$ cat src/rtl/flexi_core.sv
// flexi_core: 4-bit single-cycle accumulator core with an 8-entry register file.
// The instruction at ROM[PC] executes on every rising edge; there is no pipeline and no stall.
module flexi_core #(
    parameter int unsigned DATA_LEN  = 4,
    parameter int unsigned PC_LEN    = 7,
    parameter int unsigned INSTR_LEN = 8
) (
    input  logic                 CLK,
    input  logic                 RSTN,
    input  logic [INSTR_LEN-1:0] INSTR,
    input  logic [DATA_LEN-1:0]  IPORT,
    output logic [PC_LEN-1:0]    PC,
    output logic [DATA_LEN-1:0]  OPORT
);

    localparam int unsigned NumRegs = 8;

    typedef enum logic [3:0] {
        OpJmp,
        OpLd,
        OpSt,
        OpAdd,
        OpSub,
        OpNand,
        OpXor,
        OpIn,
        OpOut,
        OpLdi,
        OpAddi,
        OpSkip,
        OpAndi
    } op_e;

    // Architectural state
    logic [PC_LEN-1:0]   pc_q, pc_d;
    logic [DATA_LEN-1:0] acc_q, acc_d;
    logic                c_q, c_d;
    logic [DATA_LEN-1:0] oport_q, oport_d;
    logic [DATA_LEN-1:0] rf_q [NumRegs];
    logic                rf_we;

    // Decoded instruction fields
    op_e                 op;
    logic [2:0]          reg_addr;
    logic [DATA_LEN-1:0] imm;
    logic [PC_LEN-1:0]   jmp_target;
    logic                skip_inv;
    logic [1:0]          skip_cc;

    // Datapath
    logic [DATA_LEN-1:0] r_val;
    logic [DATA_LEN-1:0] addend;
    logic [DATA_LEN:0]   sum;
    logic [DATA_LEN-1:0] diff;
    logic                no_borrow;
    logic                flag_z;
    logic                flag_n;
    logic                skip_cond;
    logic                skip_taken;
    logic [PC_LEN-1:0]   pc_inc;
    logic [PC_LEN-1:0]   pc_skip;

    assign reg_addr   = INSTR[2:0];
    assign imm        = INSTR[3:0];
    assign jmp_target = INSTR[6:0];
    assign skip_inv   = INSTR[3];
    assign skip_cc    = INSTR[1:0];

    always_comb begin
        op = OpLd;
        if (INSTR[7]) begin
            op = OpJmp;
        end else begin
            unique case (INSTR[6:4])
                3'b000:  op = INSTR[3] ? OpSt  : OpLd;
                3'b001:  op = INSTR[3] ? OpSub : OpAdd;
                3'b010:  op = INSTR[3] ? OpXor : OpNand;
                3'b011:  op = INSTR[3] ? OpOut : OpIn;
                3'b100:  op = OpLdi;
                3'b101:  op = OpAddi;
                3'b110:  op = OpSkip;
                default: op = OpAndi;
            endcase
        end
    end

    assign r_val     = rf_q[reg_addr];
    assign addend    = (op == OpAddi) ? imm : r_val;
    assign sum       = {1'b0, acc_q} + {1'b0, addend};
    assign diff      = acc_q - r_val;
    assign no_borrow = (acc_q >= r_val);

    // Z and N are derived from the accumulator, never stored
    assign flag_z = (acc_q == '0);
    assign flag_n = acc_q[DATA_LEN-1];

    always_comb begin
        skip_cond = 1'b1;
        unique case (skip_cc)
            2'b00:   skip_cond = flag_z;
            2'b01:   skip_cond = flag_n;
            2'b10:   skip_cond = c_q;
            default: skip_cond = 1'b1;
        endcase
    end

    assign skip_taken = skip_cond ^ skip_inv;
    assign pc_inc     = pc_q + PC_LEN'(1);
    assign pc_skip    = pc_q + PC_LEN'(2);

    always_comb begin
        pc_d    = pc_inc;
        acc_d   = acc_q;
        c_d     = c_q;
        oport_d = oport_q;
        rf_we   = 1'b0;
        unique case (op)
            OpJmp:  pc_d = jmp_target;
            OpLd:   acc_d = r_val;
            OpSt:   rf_we = 1'b1;
            OpAdd:  {c_d, acc_d} = sum;
            OpSub: begin
                acc_d = diff;
                c_d   = no_borrow;
            end
            OpNand: acc_d = ~(acc_q & r_val);
            OpXor:  acc_d = acc_q ^ r_val;
            OpIn:   acc_d = IPORT;
            OpOut:  oport_d = acc_q;
            OpLdi:  acc_d = imm;
            OpAddi: {c_d, acc_d} = sum;
            OpSkip: pc_d = skip_taken ? pc_skip : pc_inc;
            OpAndi: acc_d = acc_q & imm;
            default: ;
        endcase
    end

    always_ff @(posedge CLK or negedge RSTN) begin
        if (!RSTN) begin
            pc_q    <= '0;
            acc_q   <= '0;
            c_q     <= 1'b0;
            oport_q <= '0;
            for (int i = 0; i < NumRegs; i++) begin
                rf_q[i] <= '0;
            end
        end else begin
            pc_q    <= pc_d;
            acc_q   <= acc_d;
            c_q     <= c_d;
            oport_q <= oport_d;
            if (rf_we) begin
                rf_q[reg_addr] <= acc_q;
            end
        end
    end

    assign PC    = pc_q;
    assign OPORT = oport_q;

endmodule

$ cat config.mk
export PLATFORM = sky130hd
export DESIGN_NAME = flexi_core
export DESIGN_NICKNAME = d
export VERILOG_FILES = /design/src/rtl/flexi_core.sv
export SDC_FILE = /design/constraint.sdc
export NUM_CORES = 1
export LEC_CHECK = 0
export BUFFER_PORTS_ARGS = -buffer_cell sky130_fd_sc_hd__clkbuf_2
export CAP_MARGIN = 20
export CORE_MARGIN = 2
export CORE_UTILIZATION = 51
export CTS_CLUSTER_DIAMETER = 80
export DETAILED_ROUTE_END_ITERATION = 10
export GPL_ROUTABILITY_DRIVEN = 0
export PLACE_DENSITY = 0.7
export SYNTH_ARGS = -nofsm -noshare
export SYNTH_HDL_FRONTEND = slang
export SYNTH_SLANG_ARGS = --single-unit
$ cat constraint.sdc
create_clock -name CLK -period 3 [get_ports CLK]
set_clock_uncertainty 0.2 [all_clocks]
set_input_delay 0.6 -clock CLK [delete_from_list [all_inputs] [get_ports CLK]]
set_output_delay 0.6 -clock CLK [all_outputs]
set_load 0.05 [all_outputs]
==> results of run 1 <==
[cell families after synthesis]
group / Yosys count / synth area share
xor+xnor: 8 / 0.0248
simple gates: 85 / 0.149
flops: 48 / 0.383
fa+ha+maj: 16 / 0.0687
compound gates: 56 / 0.115
mux: 56 / 0.230
buf+inv: 23 / 0.0287
[layer usage]
layer,vias to the layer above,global-route usage
met2,81,0.394
met1,1183,0.309
li1,1157,-
met5,-,0
met3,7,0.0359
met4,0,0.0783
[flip-flops by register name (all words and copies together), names as in the netlist]
signal	count
OPORT	4
PC	7
acc_q	4
c_q	1
rf_q	32
[area by class of cell]
| class | count | area, µm² |
|---|---|---|
| Clock buffer | 7 | 86.3 |
| Clock inverter | 1 | 7.51 |
| Fill cell | 485 | 2300 |
| Inverter | 8 | 30.0 |
| Multi-Input combinational cell | 221 | 1890 |
| Sequential cell | 48 | 1200 |
| Tap cell | 75 | 93.8 |
| Timing Repair Buffer | 48 | 310 |
[placed cells by master (no fill, tap or decap), drive strengths merged, types with 2 or more instances in the layout]
cell,netlist,final
o21ai,12,12
nor3,6,6
mux2i,8,8
mux4,8,8
o21bai,2,2
nor2b,7,7
nand3b,5,5
a21oi,17,17
and2,3,3
and3,3,3
dfrtp,48,48
nand3,12,12
or4,2,2
a211oi,3,3
nand2,20,20
clkbuf,11,30
nor2,16,16
fa,2,2
a21o,6,6
mux2,40,40
o221ai,5,5
o211ai,3,3
ha,14,14
nor3b,6,6
xor2,3,3
xnor2,5,5
inv,8,8
a32o,2,2
buf,4,25
[how the worst max path moves through the flow]
stage	start	endpoint	cells after the start
detailed placement	INSTR[1]	acc_q[1]	10
CTS	INSTR[1]	acc_q[1]	10
floorplan	INSTR[1]	acc_q[1]	10
global route	INSTR[0]	acc_q[2]	9
finish	INSTR[0]	acc_q[2]	9
global placement	INSTR[1]	acc_q[1]	10
[power breakdown]
| part | switching (mW) | total [mW] | internal, mW |
|---|---|---|---|
| Combinational | 0.319 | 0.535 | 0.216 |
| Clock | 0.218 | 0.405 | 0.188 |
| Sequential | 0.0623 | 0.774 | 0.711 |
[stage by stage]
| step | power, mW | instance area, µm² | setup slack [ps] |
|---|---|---|---|
| after floorplan | 1.16 | 3200 | -97.0 |
| after global placement | 1.31 | 3510 | -190 |
| after detailed placement | 1.32 | 3510 | -238 |
| after CTS | 1.73 | 3610 | 75.0 |
| after global routing | 1.81 | 3620 | 0.162 |
| final | 1.71 | 3620 | 129 |
==> results_dict.tcl, run 1 <==
set metrics [dict create \
    ff2ff_setup_slack_ps 170 \
    grt_pass1_wl_mm 11.8 \
    ys.flop_type "dfrtp_1" \
    grt_use_total 0.234 \
    yosysTopAreaCell "dfrtp_1" \
    htree_num_levels 2 \
    dieArea_um2 6790 \
    netlist_area_um2 3130 \
    ys_warn_count 0 \
    cp-end-kind "register" \
    clock-sinks 48 \
    cts_resized 0 \
    cts_root_buf "clkbuf_8" \
    finalHoldViolCount 0 \
    dr.pass1.iters 4 \
    path_buf_inv 1 \
    cts_setup_buffers 0 \
    synth_edf_count 0 \
    grt_antenna_before_repair 0 \
    routedWlPerCell_um 17.8 \
    antennaDiodeCount 0 \
    nets 362 \
    r2r_start "rf_q[4]" \
    pwr_density_cell_nw_per_um2 474 \
    fmax_mhz 348 \
    slew_viol_final 0 \
    drtIter0Drc 121 \
    final_util 0.611 \
    top_layer_used "met4" \
    cts_tree "yes" \
    slew_headroom 0.693 \
    ys_seq_area_frac 0.383 \
    ys_async_sr_fraction 1.00 \
    pin_count 25 \
    viasPerCell 5.95 \
    synth.distinct_cells 49 \
    vias 2428 \
    finalCritPeriodShare 0.957 \
    insertion_delay_ps 300 \
    p_leak_nw 1.69 \
    rows 28 \
    ant_nets 0 \
    syn_area_per_cell_um2 10.7 \
    die_w_um 82.4 \
    path_max_fanout 5 \
    ff2ff_path_depth 9 \
    cts_buffers 5 \
    routed-wl-met3_um 404 \
    synth_top_area_share 0.383 \
    fp.coreArea_um2 5920 \
    cp_cell_sequence "clkbuf_2 -> mux4_1 -> mux2_2 -> mux2_2 -> fa_2 -> xnor2_1 -> o22ai_1 -> nor3_1 -> a311oi_1" \
    drive_above_1_share 0.342 \
    crit_family "multiplexers" \
    max_stage_delay_ps 570 \
    fin_cells 408 \
    ys_seq_elements 48 \
    synth_area_leaders "dfrtp_1 38%, mux2_2 14%, ha_1 5.6%" \
    cp-start-kind "input pin" \
    worst_pin_slew_ps 457 \
    whs_ps 13.1 \
    syn_to_final_growth_pct 15.4 \
    critPathRequiredTime_ps 3000 \
    dr_wl_met2_mm 3.55 \
    cp.arrival_ps 2880 \
    regToRegEndpoint "acc_q[2]" \
    io_buffers 24 \
    ys_top_cells_by_count "48 x dfrtp_1, 40 x mux2_2, 19 x nand2_1" \
    routed_wl_mm 7.26 \
    synthesis.nets 322 \
    fin_setup_tns_ps 0 \
    crit_path_top_delay_cell "mux4_1" \
    cp_common_cell "mux2_2" \
    max-cap-violations 0 \
    hp-class "in -> async" \
    ctsLongestPathBuffers 2 \
    cts_hold_buffers 0 \
    dp_cells 400 \
    status "complete, no violations" \
    place_hpwl_mm 5.53 \
    yosysMostFrequentCell "dfrtp_1" \
    initial_core_util 0.529 \
    ir_worst_vdd_uv 403 \
    clk_pin_slew_worst_paths_ps 90 \
    netlist_instances 292 \
    crit_type "in -> reg" \
    setup_viol 0 \
    grt_max_degree 36 \
    drt-met1-wl_mm 3.21 \
    layout_min_cycle_time_ps 2870 \
    route.detailed.drc 0 \
    die_h_um 82.4 \
    first_global_vias 2446 \
    rsz0062_at_grt "false" \
    grt_overflow 0 \
]
(Power assumes the default switching activity.)
==> run 2: changes to the inputs <==
--- a/config.mk
+++ b/config.mk
@@ -7,12 +7,12 @@
 export LEC_CHECK = 0
 export BUFFER_PORTS_ARGS = -buffer_cell sky130_fd_sc_hd__clkbuf_2
 export CAP_MARGIN = 20
-export CORE_MARGIN = 2
+export CORE_MARGIN = 10
 export CORE_UTILIZATION = 51
 export CTS_CLUSTER_DIAMETER = 80
 export DETAILED_ROUTE_END_ITERATION = 10
-export GPL_ROUTABILITY_DRIVEN = 0
 export PLACE_DENSITY = 0.7
+export SKIP_LAST_GASP = 1
 export SYNTH_ARGS = -nofsm -noshare
 export SYNTH_HDL_FRONTEND = slang
 export SYNTH_SLANG_ARGS = --single-unit
==> results_dict.tcl, run 2 (same netlist as run 1, synthesis figures left out) <==
set metrics [dict create \
    cts_setup_buffers 0 \
    largest_register "rf_q" \
    setup_viol 0 \
    final_common_cell "dfrtp_1" \
    ant_nets 0 \
    first_global_vias 2439 \
    crit_family "multiplexers" \
    syn_to_final_growth_pct 16.6 \
    num-fill-cells 512 \
    status "complete, no violations" \
    cp_common_cell "mux2_4" \
    path_buf_inv 1 \
    nets 364 \
    cp.arrival_ps 2900 \
    die_h_um 98.4 \
    cts_hold_buffers 0 \
    cp_cell_sequence "buf_4 -> mux4_2 -> mux2_4 -> mux2_4 -> ha_4 -> fa_2 -> nand3_1 -> o21ai_1 -> a31oi_1 -> a211oi_1" \
    finalCritPeriodShare 0.963 \
    seq_area_um2 1200 \
    fmax_mhz 346 \
    place_ws_ps -258 \
    cts_tree "yes" \
    antennaDiodeCount 0 \
    crit_start "INSTR[1]" \
    dr.pass1.iters 4 \
    max-cap-violations 0 \
    layout_setup_ws_ps 112 \
    slew_headroom 0.664 \
    htree_num_levels 2 \
    grt_max_degree 33 \
    cp-start-kind "input pin" \
    pin_count 25 \
    drive_above_1_share 0.352 \
    fin_area_um2 3650 \
    max_stage_delay_ps 520 \
    die_w_um 98.4 \
    vias 2426 \
    path_max_fanout 4 \
    crit_path_top_delay_cell "fa_2" \
    p_leak_nw 1.71 \
    rsz0062_at_grt "false" \
    clk_pin_slew_worst_paths_ps 90 \
    fp.coreArea_um2 5960 \
    grt_overflow 0 \
    slew_viol_final 0 \
    grt_pass1_wl_mm 12.7 \
    initial_core_util 0.526 \
    crit_type "in -> reg" \
    finalHoldViolCount 0 \
    ir_worst_vdd_uv 345 \
    hp-class "in -> async" \
    viasPerCell 5.92 \
    critPathRequiredTime_ps 3010 \
    insertion_delay_ps 300 \
    r2r_start "rf_q[0]" \
    pwr_density_cell_nw_per_um2 490 \
    routedWlPerCell_um 18.5 \
    routabilityCongestion 0.974 \
    layout_min_cycle_time_ps 2890 \
    worst_pin_slew_ps 501 \
    cts_buffers 5 \
    clock-sinks 48 \
    ctsLongestPathBuffers 2 \
    drtIter0Drc 110 \
    dieArea_um2 9680 \
    cp-end-kind "register" \
    grt_antenna_before_repair 0 \
    io_buffers 24 \
    place_hpwl_mm 5.79 \
    rows 28 \
    layout_common_cells "48 x dfrtp_1, 38 x mux2_2, 26 x buf_4" \
    placed_cell_area_um2 3530 \
    cts_root_buf "clkbuf_8" \
    largest_register_ffs 32 \
    routed_wl_mm 7.58 \
    multiInputGateArea_um2 1900 \
    grt_use_total 0.158 \
    route.detailed.drc 0 \
]
==> run 2: path summary, 6_finish.rpt <==
path	endpoint	slack, ps	depth (start not counted)
worst min register to register	rf_q[16]	300	2
worst min-delay path	PC[5]	40	1
worst max register to register	acc_q[1]	190	9
max in group asynchronous	OPORT[1]	1760	2
worst max-delay path	acc_q[1]	110	10
min in group CLK	rf_q[16]	300	2
==> run 2: area by class of cell <==
class | instances | area share
Clock buffer | 6 | 0.0199
Clock inverter | 2 | 0.00959
Inverter | 8 | 0.00822
Multi-Input combinational cell | 221 | 0.519
Sequential cell | 48 | 0.329
Tap cell | 75 | 0.0257
Timing Repair Buffer | 50 | 0.0887
==> run 2: what timing repair did <==
| action | in CTS | in global routing |
|---|---|---|
| endpoints found under the setup margin | 0 | 3 |
| endpoints found under the hold margin | 0 | 0 |
| gates resized for setup | 0 | 8 |
==> run 2: worst reg2reg max path, cell delays in order (launching register included) <==
cell      delay [ps]
dfrtp_1          390
mux4_2           480
mux2_4           280
mux2_4           280
ha_4             160
fa_2             520
nand3_1           60
o21ai_1           80
a31oi_1           60
a211oi_1         220
==> run 2: metal layers <==
metal	global-route usage	vias up	routed length [µm]
li1	-	1161	-
met1	0.214	1192	3560
met2	0.249	61	3520
met3	0.0289	12	362
met4	0.0518	0	133
met5	0	-	0
==> run 2: power by group <==
part | internal (mW) | switching (mW)
logic | 0.222 | 0.338
clock network | 0.248 | 0.214
registers | 0.711 | 0.0553
==> run 2: through the flow <==
stage	cells	util	total power [mW]	setup TNS [ps]	hold WS, ps
after floorplan	292	-	1.16	-114	104
after CTS	410	0.610	1.80	0	47.0
after detailed placement	402	0.592	1.33	-735	267
after global placement	402	0.592	1.32	-531	262
final	410	0.613	1.79	0	40.6
after global routing	410	0.613	1.89	0	57.8
